===== src/rtl/ascon_pack.sv =====
// Shared widths and packer state type for the ASCON input/output block queues.
package ascon_pack;

   localparam int BLOCK_WIDTH = 64;
   localparam int WORD_WIDTH  = 32;

   typedef enum logic {HalfEmpty, HalfFull} pack_state_e;

   // The first bus word of a pair is the high half of the rate block.
   function automatic logic [BLOCK_WIDTH-1:0] pack_block(input logic [WORD_WIDTH-1:0] high_word,
                                                         input logic [WORD_WIDTH-1:0] low_word);
      return {high_word, low_word};
   endfunction

endpackage


===== src/rtl/ascon_sync_fifo.sv =====
// Synchronous first-word-fall-through FIFO with a separate occupancy counter.
module ascon_sync_fifo #(
   parameter  int WIDTH = 64,
   parameter  int DEPTH = 4,
   localparam int PTR_W = $clog2(DEPTH),
   localparam int LVL_W = $clog2(DEPTH + 1)
) (
   input  logic             clk,
   input  logic             rst_n,
   input  logic             flush_i,
   input  logic             push_i,
   input  logic [WIDTH-1:0] data_i,
   input  logic             pop_i,
   output logic [WIDTH-1:0] data_o,
   output logic             full_o,
   output logic             empty_o,
   output logic [LVL_W-1:0] level_o
);

   logic [WIDTH-1:0] mem [DEPTH];
   logic [PTR_W-1:0] wr_ptr_q;
   logic [PTR_W-1:0] rd_ptr_q;
   logic [LVL_W-1:0] level_q;
   logic             do_push;
   logic             do_pop;

   assign full_o  = (level_q == LVL_W'(DEPTH));
   assign empty_o = (level_q == '0);
   assign level_o = level_q;

   // Push and pop both qualify on registered state, so a full FIFO cannot take a block even while popping.
   assign do_push = push_i && !full_o && !flush_i;
   assign do_pop  = pop_i && !empty_o && !flush_i;

   always_ff @(posedge clk or negedge rst_n) begin
      if (!rst_n) begin
         wr_ptr_q <= '0;
         rd_ptr_q <= '0;
         level_q  <= '0;
      end else if (flush_i) begin
         wr_ptr_q <= '0;
         rd_ptr_q <= '0;
         level_q  <= '0;
      end else begin
         if (do_push) begin
            wr_ptr_q <= wr_ptr_q + PTR_W'(1);
         end
         if (do_pop) begin
            rd_ptr_q <= rd_ptr_q + PTR_W'(1);
         end
         case ({do_push, do_pop})
            2'b10:   level_q <= level_q + LVL_W'(1);
            2'b01:   level_q <= level_q - LVL_W'(1);
            default: level_q <= level_q;
         endcase
      end
   end

   // Storage needs no reset: data_o is forced to zero whenever nothing is queued.
   always_ff @(posedge clk) begin
      if (do_push) begin
         mem[wr_ptr_q] <= data_i;
      end
   end

   assign data_o = empty_o ? '0 : mem[rd_ptr_q];

endmodule


===== src/rtl/ascon_in_buffer.sv =====
// Packs 32-bit bus words into 64-bit rate blocks and queues them for the ASCON core FSM.
module ascon_in_buffer
   import ascon_pack::*;
#(
   parameter int Depth         = 4,
   parameter int DataAddrWidth = 7
) (
   input  logic                         clk,
   input  logic                         rst_n,
   input  logic                         flush_i,
   input  logic [WORD_WIDTH-1:0]        wdata_i,
   input  logic                         wvalid_i,
   output logic                         wready_o,
   input  logic                         pop_i,
   output logic                         empty_o,
   output logic                         full_o,
   output logic [BLOCK_WIDTH-1:0]       data_o,
   output logic [$clog2(Depth+1)-1:0]   level_o,
   output logic                         half_o,
   output logic [DataAddrWidth-1:0]     blk_cnt_o,
   output logic                         err_o
);

   pack_state_e               state_q;
   pack_state_e               state_d;
   logic [WORD_WIDTH-1:0]     high_q;
   logic [DataAddrWidth-1:0]  blk_cnt_q;
   logic                      err_q;
   logic                      word_acc;
   logic                      latch_high;
   logic                      push_blk;
   logic                      fifo_full;
   logic                      fifo_empty;

   assign half_o    = (state_q == HalfFull);
   assign wready_o  = !half_o || !fifo_full;
   assign word_acc  = wvalid_i && wready_o && !flush_i;
   assign full_o    = fifo_full;
   assign empty_o   = fifo_empty;
   assign blk_cnt_o = blk_cnt_q;
   assign err_o     = err_q;

   always_ff @(posedge clk or negedge rst_n) begin
      if (!rst_n) begin
         state_q <= HalfEmpty;
      end else begin
         state_q <= state_d;
      end
   end

   // A high word can always be latched; the low word only completes a block when the FIFO has room.
   always_comb begin
      state_d    = state_q;
      latch_high = 1'b0;
      push_blk   = 1'b0;
      if (word_acc) begin
         case (state_q)
            HalfEmpty: begin
               latch_high = 1'b1;
               state_d    = HalfFull;
            end
            HalfFull: begin
               push_blk = 1'b1;
               state_d  = HalfEmpty;
            end
         endcase
      end
      if (flush_i) begin
         state_d = HalfEmpty;
      end
   end

   always_ff @(posedge clk or negedge rst_n) begin
      if (!rst_n) begin
         high_q    <= '0;
         blk_cnt_q <= '0;
         err_q     <= 1'b0;
      end else if (flush_i) begin
         high_q    <= '0;
         blk_cnt_q <= '0;
         err_q     <= 1'b0;
      end else begin
         if (latch_high) begin
            high_q <= wdata_i;
         end
         if (push_blk) begin
            blk_cnt_q <= blk_cnt_q + DataAddrWidth'(1);
         end
         if (pop_i && fifo_empty) begin
            err_q <= 1'b1;
         end
      end
   end

   ascon_sync_fifo #(
      .WIDTH (BLOCK_WIDTH),
      .DEPTH (Depth)
   ) u_fifo (
      .clk     (clk),
      .rst_n   (rst_n),
      .flush_i (flush_i),
      .push_i  (push_blk),
      .data_i  (pack_block(high_q, wdata_i)),
      .pop_i   (pop_i),
      .data_o  (data_o),
      .full_o  (fifo_full),
      .empty_o (fifo_empty),
      .level_o (level_o)
   );

endmodule

===== config.mk =====
export PLATFORM = sky130hd
export DESIGN_NAME = ascon_in_buffer
export DESIGN_NICKNAME = d
export VERILOG_FILES = /design/src/rtl/ascon_pack.sv /design/src/rtl/ascon_sync_fifo.sv /design/src/rtl/ascon_in_buffer.sv
export SDC_FILE = /design/constraint.sdc
export NUM_CORES = 1
export LEC_CHECK = 0
export BUFFER_PORTS_ARGS = -buffer_cell sky130_fd_sc_hd__buf_2
export CAP_MARGIN = 15
export CORE_ASPECT_RATIO = 1.4
export CORE_UTILIZATION = 55
export CTS_BUF_LIST = sky130_fd_sc_hd__clkbuf_4 sky130_fd_sc_hd__clkbuf_8 sky130_fd_sc_hd__clkbuf_16
export DETAILED_ROUTE_END_ITERATION = 12
export GPL_TIMING_DRIVEN = 1
export HOLD_SLACK_MARGIN = 0.1
export PLACE_DENSITY_LB_ADDON = 0.3
export SLEW_MARGIN = 25
export SYNTH_ARGS = -nofsm -noshare
export SYNTH_HDL_FRONTEND = slang
export SYNTH_HIERARCHICAL = 1
export SYNTH_SLANG_ARGS = --single-unit

===== constraint.sdc =====
create_clock -name clk -period 5.9 [get_ports clk]
set_clock_uncertainty 0.1 [all_clocks]
set_input_delay 0.59 -clock clk [delete_from_list [all_inputs] [get_ports clk]]
set_output_delay 0.59 -clock clk [all_outputs]
set_load 0.005 [all_outputs]

### Word-level counts from Yosys, hierarchy flattened

Memories as Yosys holds them, arrays and structs flattened.
Index checks and enable logic that the tools add are counted.
W data, S select, Z words.

* add/sub/neg operators: 5
* reductions and logical operators: 20
* muxes and demuxes: 22
* equal/unequal tests: 3
* bitwise logic cells: 1

Operators by type and width (count)
* $mux W32: 2
* $mux W64: 1
* $mux W7: 2
* $reduce_bool A2 Y1: 6
* $mux W1: 10
* $mux W2: 4
* $add A7 B1 Y7 const B: 1
* $logic_and A1 B1 Y1: 7
* $pmux W3 S2: 1
* $add A2 B1 Y2 const B: 2
* $logic_not A1 Y1: 4
* $add A3 B1 Y3 const B: 1
* $eq A3 B3 Y1 const B: 1
* $logic_not A3 Y1: 1
* $mux W3: 1
* $reduce_bool A3 Y1: 1
* $sub A3 B1 Y3 const B: 1
* $eq A2 B1 Y1 const B: 1
* $eq A2 B2 Y1 const B: 1
* $pmux W1 S2: 1
* $logic_or A1 B1 Y1: 1
* $not A1 Y1: 1

* RAM bits: 256
* output and inout bits: 79
* flip-flop bits (word level): 48
* memories kept: 1

Memory list
* u_fifo.mem: depth 4, width 64, rd ports 1, clocked after memory_dff 0, write ports 1, line ascon_sync_fifo.sv:20 `logic [WIDTH-1:0] mem [DEPTH];`

### Longest topological paths before layout

* depth after elaboration: 11
* depth in mapped cells: 10

### By module

The synthesis kept the hierarchy.

Modules (own cells, without submodules)
* ascon_sync_fifo: times used 1, sequential area each 7862.5 um^2, cells each 470, area an instance 10229.8 um^2
* ascon_in_buffer: times used 1, sequential area each 1026.0 um^2, cells each 116, area an instance 1561.5 um^2

### Least setup slack after synthesis

Ideal clock, no wire load.

* path kind: register to register
* from: reg u_fifo.level_q[2], in the netlist u_fifo/level_o[2]
* to: mem u_fifo.mem[0][0] (enable)
* library setup time: 0.429 ns
* arrival time: 3.212 ns
* stages on the path, launching flop included: 9
* required time: 5.371 ns
* path slack: 2.159 ns
* cells stage by stage: dfrtp_1 > buf_2 > nor3b_1 > nand3b_1 > nor2_1 > buf_2 > inv_1 > nor3_1 > and2_1

* cells in the longest elaborated chain, start to end: 10

Ends and longest elaborated chain
* start, declared: line ascon_sync_fifo.sv:23 `logic [LVL_W-1:0] level_q;`
* start signal, assigned: line ascon_sync_fifo.sv:52 `2'b10: level_q <= level_q + LVL_W'(1);`
* start signal, assigned: line ascon_sync_fifo.sv:53 `2'b01: level_q <= level_q - LVL_W'(1);`
* start signal, assigned: line ascon_sync_fifo.sv:54 `default: level_q <= level_q;`
* $eq A3 B3 Y1: line ascon_sync_fifo.sv:27 `assign full_o = (level_q == LVL_W'(DEPTH));`
* named net full_o: line ascon_in_buffer.sv:16 `output logic full_o,`
* $logic_not A1 Y1: line ascon_in_buffer.sv:36 `assign wready_o = !half_o || !fifo_full;`
* $logic_or A1 B1 Y1: line ascon_in_buffer.sv:36
* $logic_and A1 B1 Y1 (2 in series): line ascon_in_buffer.sv:37 `assign word_acc = wvalid_i && wready_o && !flush_i;`
* $mux W1: line ascon_in_buffer.sv:56 `if (word_acc) begin`
* named net push_blk: line ascon_in_buffer.sv:31 `logic push_blk;`
* $logic_and A1 B1 Y1 (2 in series): line ascon_sync_fifo.sv:32 `assign do_push = push_i && !full_o && !flush_i;`
* $mux W1: line ascon_sync_fifo.sv:61 `if (do_push) begin`
* $mux W1 (implied by the code): line ascon_sync_fifo.sv:62 `mem[wr_ptr_q] <= data_i;`
* end, declared: line ascon_sync_fifo.sv:20

The timed path passes the listed nets, and every way through them passes these cells.

### Worst setup path after layout

* from: reg u_fifo.level_q[0], in the netlist u_fifo/level_o[0]
* to: mem u_fifo.mem[0][28] (enable)

* cells in the longest elaborated chain, start to end: 10

Ends and longest elaborated chain (line)
* $eq A3 B3 Y1: ascon_sync_fifo.sv:27
* $logic_not A1 Y1: ascon_in_buffer.sv:36
* $logic_or A1 B1 Y1: ascon_in_buffer.sv:36
* $logic_and A1 B1 Y1 (2 in series): ascon_in_buffer.sv:37
* $mux W1: ascon_in_buffer.sv:56
* named net push_blk: ascon_in_buffer.sv:31
* $logic_and A1 B1 Y1 (2 in series): ascon_sync_fifo.sv:32
* $mux W1: ascon_sync_fifo.sv:61
* $mux W1 (implied by the code): ascon_sync_fifo.sv:62

The timed path passes the listed nets, and every way through them passes these cells.

==> results_dict.tcl <==
set metrics [dict create \
    drc 0 \
    worst-path-max-fanout 64 \
    async_flop_share_pct 15.79 \
    ys_warn_count 6 \
    seq_power_share_pct 54.5 \
    switchingPower_w 0.0008300 \
    drtIter0Drc 448 \
    drtAntennaViolNets 0 \
    core_area_mm2 0.02113 \
    seq_area_frac_synth_pct 75.38 \
    vias 5813 \
    ioPinCount 116 \
    multi_input_comb_area_mm2 0.002715 \
    period_needed_ns 3.820 \
    firstDrtPassIters 5 \
    grt_pass1_vias 6099 \
    synth_compound_area_share_pct 3.905 \
    hold_violations 0 \
    setup_violations 0 \
    clkTransAtPathRegs_ns 0.07 \
    cp_cell_sequence "nor3b_1, nand3b_1, nor2_1, inv_1, nor3_1, and2_4" \
    fillers 1442 \
    finalCritPeriodShare_pct 64.74 \
    postSynthAreaPerCell_um2 20.12 \
    pre_cts_slack_ns 2.136 \
    grt_pass1_wl_mm 33.98 \
    intPower_w 0.003540 \
    grt_max_degree 66 \
    synthesis.area_mm2 0.01179 \
    cts_sinks 304 \
    p_sw_share_pct 18.99 \
    worst-setup-path-type "flop to flop" \
    seq_area_mm2 0.008896 \
    vias_per_cell 5.914 \
    crit_arrival_ns 3.86 \
    power_leakage_nw 4.840 \
    post_cts_buffers 0 \
    critPathBufInv 1 \
    avgRoutedWirePerCell_um 22.37 \
    critPathRequiredTime_ns 5.94 \
    end_kind "flop" \
    slew_viol_final 0 \
    synth_top_area_share_pct 65.20 \
    rows 63 \
    clockBufferDepth 3 \
    place_congestion 0.7533 \
    die_x_um 125.7 \
    total_power_w 0.004370 \
    antenna_found_initial 1 \
    die_y_um 175.2 \
    power_density_mw_per_mm2 321.5 \
    synth_top_area_cell "edfxtp_1" \
    power_frac_clock_pct 42.4 \
    grt_use_total_pct 20.28 \
    fmax_mhz 261.8 \
    slowest_delay_ns 0.88 \
    relSlewSlack_pct 32.31 \
    cts_max_level 1 \
    syn_to_final_growth_pct 15.26 \
    synth-simple-area-share_pct 5.401 \
    synth_adder_area_share_pct 0.7003 \
    muxShareOfSynthArea_pct 12.40 \
    startpoint_type "flop" \
    synth_ff_type "edfxtp_1" \
    cp_top_family "simple AND/OR/NAND/NOR gates" \
    cts_tree "done" \
    hpwl_mm 12.18 \
    synth_edf_count 256 \
    synthXorXnorAreaFrac_pct 0.3714 \
    cts-root-buf "clkbuf_16" \
    io_buffer_count 115 \
    crit_slowest_cell "and2_4" \
    clk_latency_ns 0.52 \
    status "completed" \
    drt-total-wl_mm 21.99 \
    synth_top_family_by_area "multiplexers" \
    post_cts_resized 0 \
    synth_cell_types 45 \
    synth_cells 586 \
    vdd_drop_max_uv 193.5 \
    p_comb_share_pct 3.2 \
    initial_core_util_pct 55.82 \
    die_area_mm2 0.02204 \
    grt_overflow 0 \
    tightest_slew_ns 1.015 \
    rsz0062_at_grt "no" \
    cts_buffers 26 \
    ys_top_cells_by_area "edfxtp_1 65%, mux4_2 12%, dfrtp_1 10%" \
    ys_ff_latch 304 \
    tns_ns 0 \
    fin_nets 745 \
    layout-drive-gt1-share_pct 33.93 \
    hold_path_class "primary input to asynchronous set/reset pin" \
    cts_hold_buf 0 \
    drv_cap 0 \
    final.setup.worst_slack_ns 2.080 \
    synth_nets 629 \
]
[state kept, by name, indices dropped and copies added, names as in the netlist]
register,cells
u_fifo/level_o,3
blk_cnt_o,7
u_fifo/mem,256
high_q,32
err_o,1
u_fifo/rd_ptr_q,2
half_o,1
u_fifo/wr_ptr_q,2
[path summary, 6_finish.rpt]
path	cells after the start	endpoint	slack [ns]	startpoint
max reg2reg	6	u_fifo/mem[0][28]	2.08	u_fifo/level_o[0]
min reg2reg	2	err_o	0.41	err_o
min in group clk	1	u_fifo/mem[3][13]	0.20	wdata_i[13]
min	2	high_q[18]	0.12	rst_n
max in group asynchronous	2	u_fifo/rd_ptr_q[1]	5.00	rst_n
max	6	u_fifo/mem[0][28]	2.08	u_fifo/level_o[0]
[cell type report]
class                   instances  share of cell area, %
multi-input cells             242                  19.98
repair buffers                122                  4.916
well taps                     260                  2.394
diodes                          1                0.01841
inverters                       6                 0.1657
clock buffers                  34                  5.588
flip-flops and latches        304                  65.46
clock inverters                14                  1.482
[stage by stage]
stage | util, % | area (um2) | hold slack (ns) | instances
after floorplan | - | 11790 | 0.1944 | 586
after global placement | 59.51 | 12570 | 0.3815 | 932
after detailed placement | 59.64 | 12600 | 0.4011 | 933
after CTS | 64.19 | 13560 | 0.1399 | 981
after global routing | 64.32 | 13590 | 0.1727 | 982
final | 64.33 | 13590 | 0.1213 | 983
[cell usage in the layout, fill, tap and decap left out, types with 3 or more instances in the layout]
master / count
clkbuf_16: 27
clkbuf_8: 5
a21oi_1: 9
dfrtp_1: 46
mux4_2: 64
edfxtp_1: 256
nor3_1: 3
clkinv_2: 4
nor2_1: 11
a22o_1: 32
o21ai_0: 6
nor2b_1: 64
or3_1: 5
inv_1: 6
buf_2: 115
xor2_1: 4
and2_4: 4
buf_4: 5
bufinv_16: 5
nand2_1: 6
ha_1: 5
[kinds of logic after synthesis]
| family | after synthesis |
|---|---|
| flip-flops | 304 |
| AND/OR/NAND/NOR | 106 |
| multiplexers | 66 |
| AO/OA/AOI/OAI | 59 |
| buffers and inverters | 40 |
| adder cells (fa/ha/maj) | 6 |
| XOR/XNOR | 5 |
[cell usage after synthesis (6+ instances only)]
| master | n |
|---|---|
| o21ai_0 | 6 |
| a22o_1 | 32 |
| inv_1 | 6 |
| nor2b_1 | 64 |
| mux4_2 | 64 |
| buf_2 | 17 |
| a21oi_1 | 9 |
| nand2_1 | 6 |
| nor2_1 | 11 |
| edfxtp_1 | 256 |
| dfrtp_1 | 48 |
| clkbuf_1 | 9 |
[power by group through the flow]
stage	Clock, W	Combinational (W)	Sequential, W
CTS	0.00188	0.000136	0.00238
finish	0.00185	0.000138	0.00238
global placement	0	0.000126	0.00242
global route	0.00196	0.000150	0.00238
detailed placement	0	0.000134	0.00243
floorplan	0	0.0000735	0.00242
[worst reg2reg max path, delay by kind of cell, from the launching register on]
kind | cells | cell delay, ns
buffers and inverters | 1 | 0.19
flip-flops | 1 | 0.61
AND/OR/NAND/NOR | 5 | 2.46
[routing by layer]
| metal | part of all wire [%] | track usage (%) |
|---|---|---|
| met5 | 0 | 0 |
| met4 | 2.1 | 5.723 |
| met3 | 5.0 | 3.307 |
| met2 | 53 | 36.00 |
| met1 | 40 | 25.93 |
No activity file was read; power rests on OpenSTA's default activity.
